--- src/rtl/fetch_pc_sequencer_pkg.sv ---
// Shared types and constants for the fetch-stage PC sequencer.
package fetch_pkg;

    // Sequencer states. WAIT_JALR parks fetch until the backend redirects.
    typedef enum logic [0:0] {
        RUN       = 1'b0,
        WAIT_JALR = 1'b1
    } fetch_state_t;

    // Fetch group geometry.
    localparam int FETCH_WIDTH = 5;
    localparam int INST_BYTES  = 4;

    // Opcodes that carry a PC-relative immediate or an indirect target.
    localparam logic [6:0] OPC_JAL    = 7'b1101111;
    localparam logic [6:0] OPC_BRANCH = 7'b1100011;
    localparam logic [6:0] OPC_JALR   = 7'b1100111;

endpackage

--- src/rtl/fetch_pc_sequencer_if.sv ---
// Fetch-to-decode group handshake: valid/ready plus per-slot qualifiers.
interface fetch_pc_sequencer_if
    import fetch_pkg::*;
#(
    parameter int size = 32
);
    logic                   fetch_valid_o;
    logic                   fetch_ready_i;
    logic [FETCH_WIDTH-1:0] slot_valid_o;
    logic [FETCH_WIDTH-1:0] pred_taken_o;
    logic [size-1:0]        pred_target_o;

    // Fetch side drives the group, decode side answers with ready.
    modport master (
        output fetch_valid_o,
        output slot_valid_o,
        output pred_taken_o,
        output pred_target_o,
        input  fetch_ready_i
    );

    modport slave (
        input  fetch_valid_o,
        input  slot_valid_o,
        input  pred_taken_o,
        input  pred_target_o,
        output fetch_ready_i
    );
endinterface

--- src/rtl/fetch_pc_sequencer_imm_decode.sv ---
// Per-slot immediate decoder: sign-extended J-type or B-type offset.
module fetch_imm_decode
    import fetch_pkg::*;
#(
    parameter int size = 32
) (
    input  logic [size-1:0] instr_i,
    output logic [size-1:0] imm_o
);
    logic [6:0]      opcode;
    logic [size-1:0] j_imm;
    logic [size-1:0] b_imm;

    assign opcode = instr_i[6:0];

    // Immediate bit 0 is implicit zero in both formats.
    assign j_imm = {{(size-20){instr_i[31]}}, instr_i[19:12], instr_i[20],
                    instr_i[30:21], 1'b0};
    assign b_imm = {{(size-12){instr_i[31]}}, instr_i[7], instr_i[30:25],
                    instr_i[11:8], 1'b0};

    // Branches use the B offset; JAL (the only other PC-relative jump) uses J.
    assign imm_o = (opcode == OPC_BRANCH) ? b_imm : j_imm;

endmodule

--- src/rtl/fetch_pc_sequencer.sv ---
// Fetch-stage next-PC sequencer for the 5-wide front end. Holds the group
// PC, picks the first taken control transfer, masks later slots, and parks
// on an unpredicted JALR until the backend redirects.
module fetch_pc_sequencer
    import fetch_pkg::*;
#(
    parameter int              size     = 32,
    parameter logic [size-1:0] RESET_PC = '0
) (
    input  logic            clk,
    input  logic            reset,

    input  logic            imem_valid_i,
    input  logic [size-1:0] instruction_0,
    input  logic [size-1:0] instruction_1,
    input  logic [size-1:0] instruction_2,
    input  logic [size-1:0] instruction_3,
    input  logic [size-1:0] instruction_4,
    input  logic            jump_0,
    input  logic            jump_1,
    input  logic            jump_2,
    input  logic            jump_3,
    input  logic            jump_4,
    input  logic            jalr_0,
    input  logic            jalr_1,
    input  logic            jalr_2,
    input  logic            jalr_3,
    input  logic            jalr_4,
    input  logic            jalr_prediction_valid,
    input  logic [size-1:0] jalr_prediction_target,
    input  logic            redirect_valid_i,
    input  logic [size-1:0] redirect_pc_i,

    output logic [size-1:0] current_pc_0,
    output logic [size-1:0] current_pc_1,
    output logic [size-1:0] current_pc_2,
    output logic [size-1:0] current_pc_3,
    output logic [size-1:0] current_pc_4,
    output logic            base_valid_o,

    fetch_pc_sequencer_if.master dec_if
);
    localparam logic [0:0]      ST_RUN       = RUN;
    localparam logic [0:0]      ST_WAIT_JALR = WAIT_JALR;
    localparam logic [size-1:0] ALIGN_MASK   = {{(size-2){1'b1}}, 2'b00};
    localparam logic [size-1:0] GROUP_BYTES  = size'(FETCH_WIDTH * INST_BYTES);

    logic [size-1:0] pc_q, pc_d;
    logic [0:0]      state_q, state_d;

    logic [size-1:0] inst     [FETCH_WIDTH];
    logic [size-1:0] pc_slot  [FETCH_WIDTH];
    logic [size-1:0] imm      [FETCH_WIDTH];
    logic [size-1:0] jump_tgt [FETCH_WIDTH];

    logic [FETCH_WIDTH-1:0] jmp, jlr, ctl, keep, first_ctl;
    logic                   any_ctl, sel_jump, taken, unpred;
    logic                   base_valid, accept;
    logic [size-1:0]        sel_target, target_aligned;

    assign inst[0] = instruction_0;
    assign inst[1] = instruction_1;
    assign inst[2] = instruction_2;
    assign inst[3] = instruction_3;
    assign inst[4] = instruction_4;

    assign jmp = {jump_4, jump_3, jump_2, jump_1, jump_0};
    assign jlr = {jalr_4, jalr_3, jalr_2, jalr_1, jalr_0};
    assign ctl = jmp | jlr;

    // Slot PCs and PC-relative jump targets, one decoder per slot.
    for (genvar g = 0; g < FETCH_WIDTH; g++) begin : g_slot
        assign pc_slot[g] = pc_q + size'(INST_BYTES * g);

        fetch_imm_decode #(.size(size)) u_imm (
            .instr_i (inst[g]),
            .imm_o   (imm[g])
        );

        assign jump_tgt[g] = pc_slot[g] + imm[g];
    end

    assign current_pc_0 = pc_slot[0];
    assign current_pc_1 = pc_slot[1];
    assign current_pc_2 = pc_slot[2];
    assign current_pc_3 = pc_slot[3];
    assign current_pc_4 = pc_slot[4];

    // Priority mask: a slot survives if no earlier slot transfers control.
    always_comb begin : p_prio
        logic seen;
        // NOTE: every always_comb output gets a default first so no path can infer a latch.
        seen = 1'b0;
        keep = '0;
        for (int i = 0; i < FETCH_WIDTH; i++) begin
            keep[i] = ~seen;
            seen    = seen | ctl[i];
        end
    end

    assign first_ctl = ctl & keep;
    assign any_ctl   = |ctl;

    // Target of the first control-transfer slot; a JAL/branch wins over JALR.
    always_comb begin
        sel_jump   = 1'b0;
        sel_target = '0;
        for (int i = 0; i < FETCH_WIDTH; i++) begin
            if (first_ctl[i]) begin
                sel_jump   = jmp[i];
                sel_target = jmp[i] ? jump_tgt[i] : jalr_prediction_target;
            end
        end
    end

    assign taken          = any_ctl & (sel_jump | jalr_prediction_valid);
    assign unpred         = any_ctl & ~taken;
    assign target_aligned = sel_target & ALIGN_MASK;

    // A redirect discards the same-cycle group; parked fetch never presents one.
    assign base_valid = (state_q == ST_RUN) & imem_valid_i & ~redirect_valid_i;
    assign accept     = base_valid & dec_if.fetch_ready_i;

    assign base_valid_o         = base_valid;
    assign dec_if.fetch_valid_o = base_valid;
    assign dec_if.slot_valid_o  = base_valid ? keep : '0;
    assign dec_if.pred_taken_o  = (base_valid & taken) ? first_ctl : '0;
    assign dec_if.pred_target_o = (base_valid & taken) ? target_aligned : '0;

    // Next PC and state: redirect first, then accepted group, else hold.
    always_comb begin
        pc_d    = pc_q;
        state_d = state_q;
        if (redirect_valid_i) begin
            pc_d    = redirect_pc_i & ALIGN_MASK;
            state_d = ST_RUN;
        end else if (accept) begin
            if (taken) begin
                pc_d = target_aligned;
            end else if (unpred) begin
                state_d = ST_WAIT_JALR;
            end else begin
                pc_d = pc_q + GROUP_BYTES;
            end
        end
    end

    // PC and state registers.
    always_ff @(posedge clk or negedge reset) begin
        // NOTE: sequential state uses non-blocking assignments so every register samples pre-edge values.
        if (!reset) begin
            pc_q    <= RESET_PC;
            state_q <= ST_RUN;
        end else begin
            pc_q    <= pc_d;
            state_q <= state_d;
        end
    end

endmodule

--- src/flat_wrapper.sv ---
// flat-port wrapper written by rule: the top's interface ports become plain ports
module fetch_pc_sequencer_flat import fetch_pkg::*;
#(
    parameter int              size     = 32,
    parameter logic [size-1:0] RESET_PC = '0
)
  (clk, reset, imem_valid_i, instruction_0, instruction_1, instruction_2, instruction_3, instruction_4, jump_0, jump_1, jump_2, jump_3, jump_4, jalr_0, jalr_1, jalr_2, jalr_3, jalr_4, jalr_prediction_valid, jalr_prediction_target, redirect_valid_i, redirect_pc_i, current_pc_0, current_pc_1, current_pc_2, current_pc_3, current_pc_4, base_valid_o, dec_if_fetch_valid_o, dec_if_slot_valid_o, dec_if_pred_taken_o, dec_if_pred_target_o, dec_if_fetch_ready_i);
  fetch_pc_sequencer_if #(.size(size)) dec_if_i ();
  input  logic clk;
  input  logic reset;
  input  logic imem_valid_i;
  input  logic [size-1:0] instruction_0;
  input  logic [size-1:0] instruction_1;
  input  logic [size-1:0] instruction_2;
  input  logic [size-1:0] instruction_3;
  input  logic [size-1:0] instruction_4;
  input  logic jump_0;
  input  logic jump_1;
  input  logic jump_2;
  input  logic jump_3;
  input  logic jump_4;
  input  logic jalr_0;
  input  logic jalr_1;
  input  logic jalr_2;
  input  logic jalr_3;
  input  logic jalr_4;
  input  logic jalr_prediction_valid;
  input  logic [size-1:0] jalr_prediction_target;
  input  logic redirect_valid_i;
  input  logic [size-1:0] redirect_pc_i;
  output logic [size-1:0] current_pc_0;
  output logic [size-1:0] current_pc_1;
  output logic [size-1:0] current_pc_2;
  output logic [size-1:0] current_pc_3;
  output logic [size-1:0] current_pc_4;
  output logic base_valid_o;
  output wire logic [$bits(dec_if_i.fetch_valid_o)-1:0] dec_if_fetch_valid_o;
  output wire logic [$bits(dec_if_i.slot_valid_o)-1:0] dec_if_slot_valid_o;
  output wire logic [$bits(dec_if_i.pred_taken_o)-1:0] dec_if_pred_taken_o;
  output wire logic [$bits(dec_if_i.pred_target_o)-1:0] dec_if_pred_target_o;
  input wire logic [$bits(dec_if_i.fetch_ready_i)-1:0] dec_if_fetch_ready_i;
  assign dec_if_fetch_valid_o = dec_if_i.fetch_valid_o;
  assign dec_if_slot_valid_o = dec_if_i.slot_valid_o;
  assign dec_if_pred_taken_o = dec_if_i.pred_taken_o;
  assign dec_if_pred_target_o = dec_if_i.pred_target_o;
  assign dec_if_i.fetch_ready_i = dec_if_fetch_ready_i;
  fetch_pc_sequencer #(.size(size), .RESET_PC(RESET_PC)) u_core (.clk(clk), .reset(reset), .imem_valid_i(imem_valid_i), .instruction_0(instruction_0), .instruction_1(instruction_1), .instruction_2(instruction_2), .instruction_3(instruction_3), .instruction_4(instruction_4), .jump_0(jump_0), .jump_1(jump_1), .jump_2(jump_2), .jump_3(jump_3), .jump_4(jump_4), .jalr_0(jalr_0), .jalr_1(jalr_1), .jalr_2(jalr_2), .jalr_3(jalr_3), .jalr_4(jalr_4), .jalr_prediction_valid(jalr_prediction_valid), .jalr_prediction_target(jalr_prediction_target), .redirect_valid_i(redirect_valid_i), .redirect_pc_i(redirect_pc_i), .current_pc_0(current_pc_0), .current_pc_1(current_pc_1), .current_pc_2(current_pc_2), .current_pc_3(current_pc_3), .current_pc_4(current_pc_4), .base_valid_o(base_valid_o), .dec_if(dec_if_i));
endmodule
--- config.mk ---
export PLATFORM = sky130hd
export DESIGN_NAME = fetch_pc_sequencer_flat
export DESIGN_NICKNAME = d
export VERILOG_FILES = /design/src/rtl/fetch_pc_sequencer_pkg.sv /design/src/rtl/fetch_pc_sequencer_if.sv /design/src/rtl/fetch_pc_sequencer_imm_decode.sv /design/src/rtl/fetch_pc_sequencer.sv /design/src/flat_wrapper.sv
export SDC_FILE = /design/constraint.sdc
export NUM_CORES = 1
export LEC_CHECK = 0
export CAP_MARGIN = 20
export CELL_PAD_IN_SITES_DETAIL_PLACEMENT = 1
export CELL_PAD_IN_SITES_GLOBAL_PLACEMENT = 2
export CORE_UTILIZATION = 27
export DETAILED_ROUTE_END_ITERATION = 10
export PLACE_DENSITY = 0.9
export SETUP_SLACK_MARGIN = 0.1
export SYNTH_ARGS = -nofsm -noshare
export SYNTH_HDL_FRONTEND = slang
export SYNTH_SLANG_ARGS = --single-unit
--- constraint.sdc ---
create_clock -name clk -period 9.6 [get_ports clk]
set_input_delay 2.4 -clock clk [delete_from_list [all_inputs] [get_ports clk]]
set_output_delay 2.4 -clock clk [all_outputs]
set_load 0.02 [all_outputs]
# Word level (Yosys, flattened, before mapping)
# Index checks and enable logic that the tools add are counted.
# word_totals
reg_bits	33
latchBits	0
mem_bits_rw	0
rom_bits	0
in_bits	240
out_inout_bits	204
elab_cells	74
mem_count	0
# classes
addsub	10
multipliers	0
n_div	0
magnitude_cmp	0
n_eq_ne	7
n_shift	0
n_mux	31
bitwise_logic	19
n_reduce_logical	5
# op_table
operator	count
32-bit 2-to-1 mux	15
32-bit adder	5
20-bit 2-to-1 mux	5
32-bit by 4-bit adder with 32-bit output, second input constant	2
32-bit by 5-bit adder with 32-bit output, second input constant	2
7-bit equality test, second input constant	5
32-bit by 3-bit adder with 32-bit output, second input constant	1
5-bit 2-to-1 mux	2
1-bit 2-to-1 mux	9
1-bit inverter	7
1-bit bitwise AND	6
5-bit bitwise AND	1
5-bit bitwise OR	1
5-bit OR reduction	1
1-bit bitwise OR	4
2-bit nonzero test	2
3-bit by 2-bit != test with 1-bit output, second input constant	1
3-bit AND reduction	1
2-bit != test, second input constant	1
2-bit AND reduction	1

# Logic depth before layout (Yosys ltp)
# Gate-level depths: netlist of the first run.
# depth
word_depth	19
depth_mapped	20
depth_no_buf	18

# By module
# A second synthesis of the first run with hierarchy kept.
# unflattened
hier_cells	2141
area_unflattened_um2	15259.6
# by_module_without_submodules
mod	instances	cells_each	area_each_um2	seq_area_each_um2
fetch_pc_sequencer	1	1946	13558.0	775.7
fetch_imm_decode	5	39	340.3	0.0

# Least setup slack after synthesis of the first run
# OpenSTA, ideal clock, no wires.
# synth_path
path_kind	input -> output
start	input instruction_2[2]
end	output dec_if_pred_target_o[30]
t_arrival_ps	6202
t_required_ps	7200
setup_slack_ps	998
cell_stages	15
n_path_buf	1
cell_sequence	nor4bb_1 -> nand4b_1 -> clkbuf_1 -> a21o_1 -> ha_1 -> a21oi_1 -> o211ai_1 -> a221o_1 -> or3b_2 -> o21ai_0 -> a31oi_1 -> a221oi_1 -> xnor2_1 -> a221oi_1 -> a21oi_1
# synth_via
elab_chain_cells	8
# synth_rtl
element	line	source
from (decl)	flat_wrapper.sv:14	input logic [size-1:0] instruction_2;
7-bit equality test	fetch_pc_sequencer_imm_decode.sv:23	assign imm_o = (opcode == OPC_BRANCH) ? b_imm : j_imm;
20-bit 2-to-1 mux	fetch_pc_sequencer_imm_decode.sv:23	
32-bit adder	fetch_pc_sequencer.sv:80	assign jump_tgt[g] = pc_slot[g] + imm[g];
32-bit 2-to-1 mux	fetch_pc_sequencer.sv:111	sel_target = jmp[i] ? jump_tgt[i] : jalr_prediction_target;
32-bit 2-to-1 mux (3 in a row)	fetch_pc_sequencer.sv:109	if (first_ctl[i]) begin
32-bit 2-to-1 mux	fetch_pc_sequencer.sv:128	assign dec_if.pred_target_o = (base_valid & taken) ? target_aligned : '0;
to (decl)	flat_wrapper.sv:40	output wire logic [$bits(dec_if_i.pred_target_o)-1:0] dec_if_pred_target_o;
# No other way between the ends.

# Worst setup path after layout of the first run
# layout_path
start	input instruction_2[6]
end	output dec_if_pred_target_o[31]
# The elaborated chain is that of the path after synthesis.

==> results of run 1 <==
-- layout make-up --
cell class,count,area [sq um],share of cell area
multi-input combinational,1978,13690,0.6187
clock buffer,6,138.9,0.006278
tap,739,924.6,0.04180
sequential,31,775.7,0.03507
antenna,2,5.005,0.0002262
clock inverter,2,35.03,0.001584
timing repair buffer,704,6337,0.2865
inverter,58,217.7,0.009841
-- metal layers --
layer	GRT usage	vias to the layer above
met5	0	-
met4	0.1165	2
met3	0.02148	133
met2	0.5655	908
met1	0.4948	10263
li1	-	9253
-- sequential cells by signal (all words and copies together) (netlist names) --
| signal | count |
|---|---|
| u_core.pc_q | 30 |
| u_core.state_q | 1 |
-- synthesized netlist by cell type, types with 16 or more instances --
master	n
a21o_1	85
nand2_1	214
nor2b_1	18
nand2b_1	26
a211oi_1	44
and3_1	33
mux2i_1	40
o21a_1	21
o211ai_1	27
nor4_1	19
clkbuf_1	77
a221oi_1	18
a31oi_1	22
ha_1	162
nand3_1	61
xnor2_1	133
o21bai_1	21
o22ai_1	16
inv_1	58
or3_1	20
a21oi_1	190
nor2_1	227
mux2_2	24
dfrtp_1	31
o21ai_0	140
nand4_1	39
buf_4	25
xor2_1	92
nor3_1	54
-- power by group --
part           internal (uW)  total, uW  switching [uW]
Sequential               154        230            76.2
Clock                    129        198            68.3
Combinational           1340       3310            1970
Total                   1620       3740            2120
-- cell families (layout without fill, tap and decap cells) --
kind of cell | count (synthesis) | after routing
adder cells (fa/ha/maj) | 165 | 165
AND/OR/NAND/NOR | 788 | 788
XOR/XNOR | 230 | 230
multiplexers | 64 | 64
AO/OA/AOI/OAI | 718 | 718
flip-flops | 31 | 31
buffers and inverters | 185 | 770
other | 1 | 15
-- worst paths after layout --
check                                           startpoint                     endpoint  slack [ns]  cells past startpoint
worst max-delay path                      instruction_2[6]     dec_if_pred_target_o[31]        0.19                     18
worst min-delay path            u_core.state_q$_DFFE_PN0P_   u_core.state_q$_DFFE_PN0P_        0.54                      1
worst max register to register  u_core.pc_q[4]$_DFFE_PN0P_  u_core.pc_q[31]$_DFFE_PN0P_        3.43                     19
worst min register to register  u_core.state_q$_DFFE_PN0P_   u_core.state_q$_DFFE_PN0P_        0.54                      1
max in group asynchronous                            reset   u_core.pc_q[4]$_DFFE_PN0P_        6.68                      2
min in group asynchronous                            reset  u_core.pc_q[27]$_DFFE_PN0P_        2.54                      2
-- through the flow --
step	area (sq um)	hold WS (ns)	setup WS, ns	cells	util
final	22120	0.5391	0.1863	3520	0.4071
after global routing	22120	0.5470	-0.01234	3519	0.4070
after CTS	21890	0.5348	0.07902	3513	0.4029
after detailed placement	21660	0.5241	-0.3136	3503	0.3986
after global placement	21660	0.5012	-0.2550	3503	0.3986
after floorplan	15040	0.4871	0.9979	2194	-
-- repair_timing --
| item | 4_1_cts | 5_1_grt |
|---|---|---|
| pin swaps | 3 | 13 |
| setup buffers | 2 | 4 |
| gates resized for setup | 39 | 62 |
| setup endpoints to repair | 16 | 20 |
==> results.yml, run 1 <==
status:
  outcome: "complete, no violations"
clock_tree:
  postCtsHoldBufs: 0
  cts.clk_slew.worst_paths_ns: 0.06
  clkLatencyLatePin_ns: 0.29
  h-tree-depth: 2
  clock-root-buffer: "clkbuf_16"
  cts_tree: "yes"
  cts_buffers: 5
  cts_buffer_depth: 2
  cts.sinks: 31
synthesis:
  postSynthAreaPerCell_sq_um: 6.870
  synth_edf_count: 0
  synth-xor-area-share: 0.1373
  synth_cell_type_count: 95
  synth-adder-area-share: 0.1380
  ys_seq_area_frac: 0.05175
  synth_area_sq_um: 14990
  async_flop_share: 1.000
  synth_area_leaders: "ha_1 14%, xnor2_1 7.8%, a21oi_1 6.3%"
  synth_top_area_frac: 0.1352
  syn-instance-count: 2182
  yosysWarnings: 0
  synth-compound-area-share: 0.3149
  muxShareOfSynthArea: 0.04474
  synth-main-ff-cell: "dfrtp_1"
  yosys.area.top_type: "ha_1"
  synth_simple_gate_area_frac: 0.2582
  ys_ff_latch: 31
  synth_top_family_by_area: "compound AO/OA/AOI/OAI gates"
detailed_routing:
  antenna_left: 0
  drt-initial-drc-count: 1744
  drt_first_pass_iters: 9
  finalWirelength_um: 102900
  met2_length_um: 45800
  vias: 20559
  routedWlPerCell_um: 29.24
  via_per_inst: 5.841
  dr.max_layer_used: "met5"
  route.detailed.drc: 0
  wl_met1_um: 47220
  wl_met3_um: 6233
grt:
  grt_pass1_wl_um: 144500
  gr-total-overflow: 0
  grt_max_degree: 32
  grt_pass1_vias: 20535
  antenna_found_initial: 2
  groute.usage.overall: 0.3513
setup_path:
  cp.arrival_ns: 7.01
  critPathCaptureType: "primary output"
  cp_data_required_time_ns: 7.20
  critPathMostFrequentCell: "buf_4"
  crit_chain: "clkdlybuf4s50_1 -> nor4bb_2 -> nand4b_1 -> buf_4 -> mux2_2 -> ha_1 -> a211oi_2 -> o21bai_1 -> o211ai_1 -> buf_4 -> a21oi_2 -> o31ai_4 -> o21ai_2 -> o41ai_2 -> mux2i_1 -> or4_1 -> nor2b_1 -> clkbuf_2"
  cp_max_fo: 10
  cp.buffers_inverters: 4
  max_stage_delay_ns: 0.59
  critPathKind: "in -> out"
  slowest_stage: "or4_1"
  cp_top_family: "compound AO/OA/AOI/OAI gates"
  critPathLaunchType: "primary input"
finish:
  synthToLayoutAreaGrowth_pct: 47.58
  fill_cells: 6738
  nNetsFinal: 3181
  final_common_cell: "clkdlybuf4s50_1"
  most-common-layout-cells: "400 x clkdlybuf4s50_1, 284 x buf_4, 223 x nor2_1"
  drive_gt1_frac: 0.1468
timing:
  fmax_ghz: 0.1062
  slew_headroom: 0.2621
  period_share: 0.9806
  hold_violations: 0
  fin_skew_ns: 0.006484
  slew_violations: 0
  fin_crit_ns: 9.414
  worstMarginPinSlew_ns: 1.103
  setup_viol: 0
  setup-tns-final_ns: 0
power:
  p_per_area_nw_per_um2: 169.1
  peakVddDrop_uv: 75.62
  power_leakage_uw: 0.009444
  p_total_uw: 3740
die:
  die_h_um: 237.6
  core.rowCount: 85
  io_pins: 444
  core_region_area_sq_um: 54350
  start_util: 0.2758
  die_w_um: 237.6
  die-area_sq_um: 56470
place:
  gp_congestion: 1.014
  dp_hpwl_um: 88960
  portBuffers: 417
run:
  cap_violations: 0
worst_hold_path:
  min_path_type: "reg -> reg"
(Power assumes the default switching activity.)
==> run 2, diff against run 1 <==
HOLD_SLACK_MARGIN = 0.03   (was not set)
==> results of run 2 <==
Same layout as run 1: the final DEF is identical, and so are final timing and power.
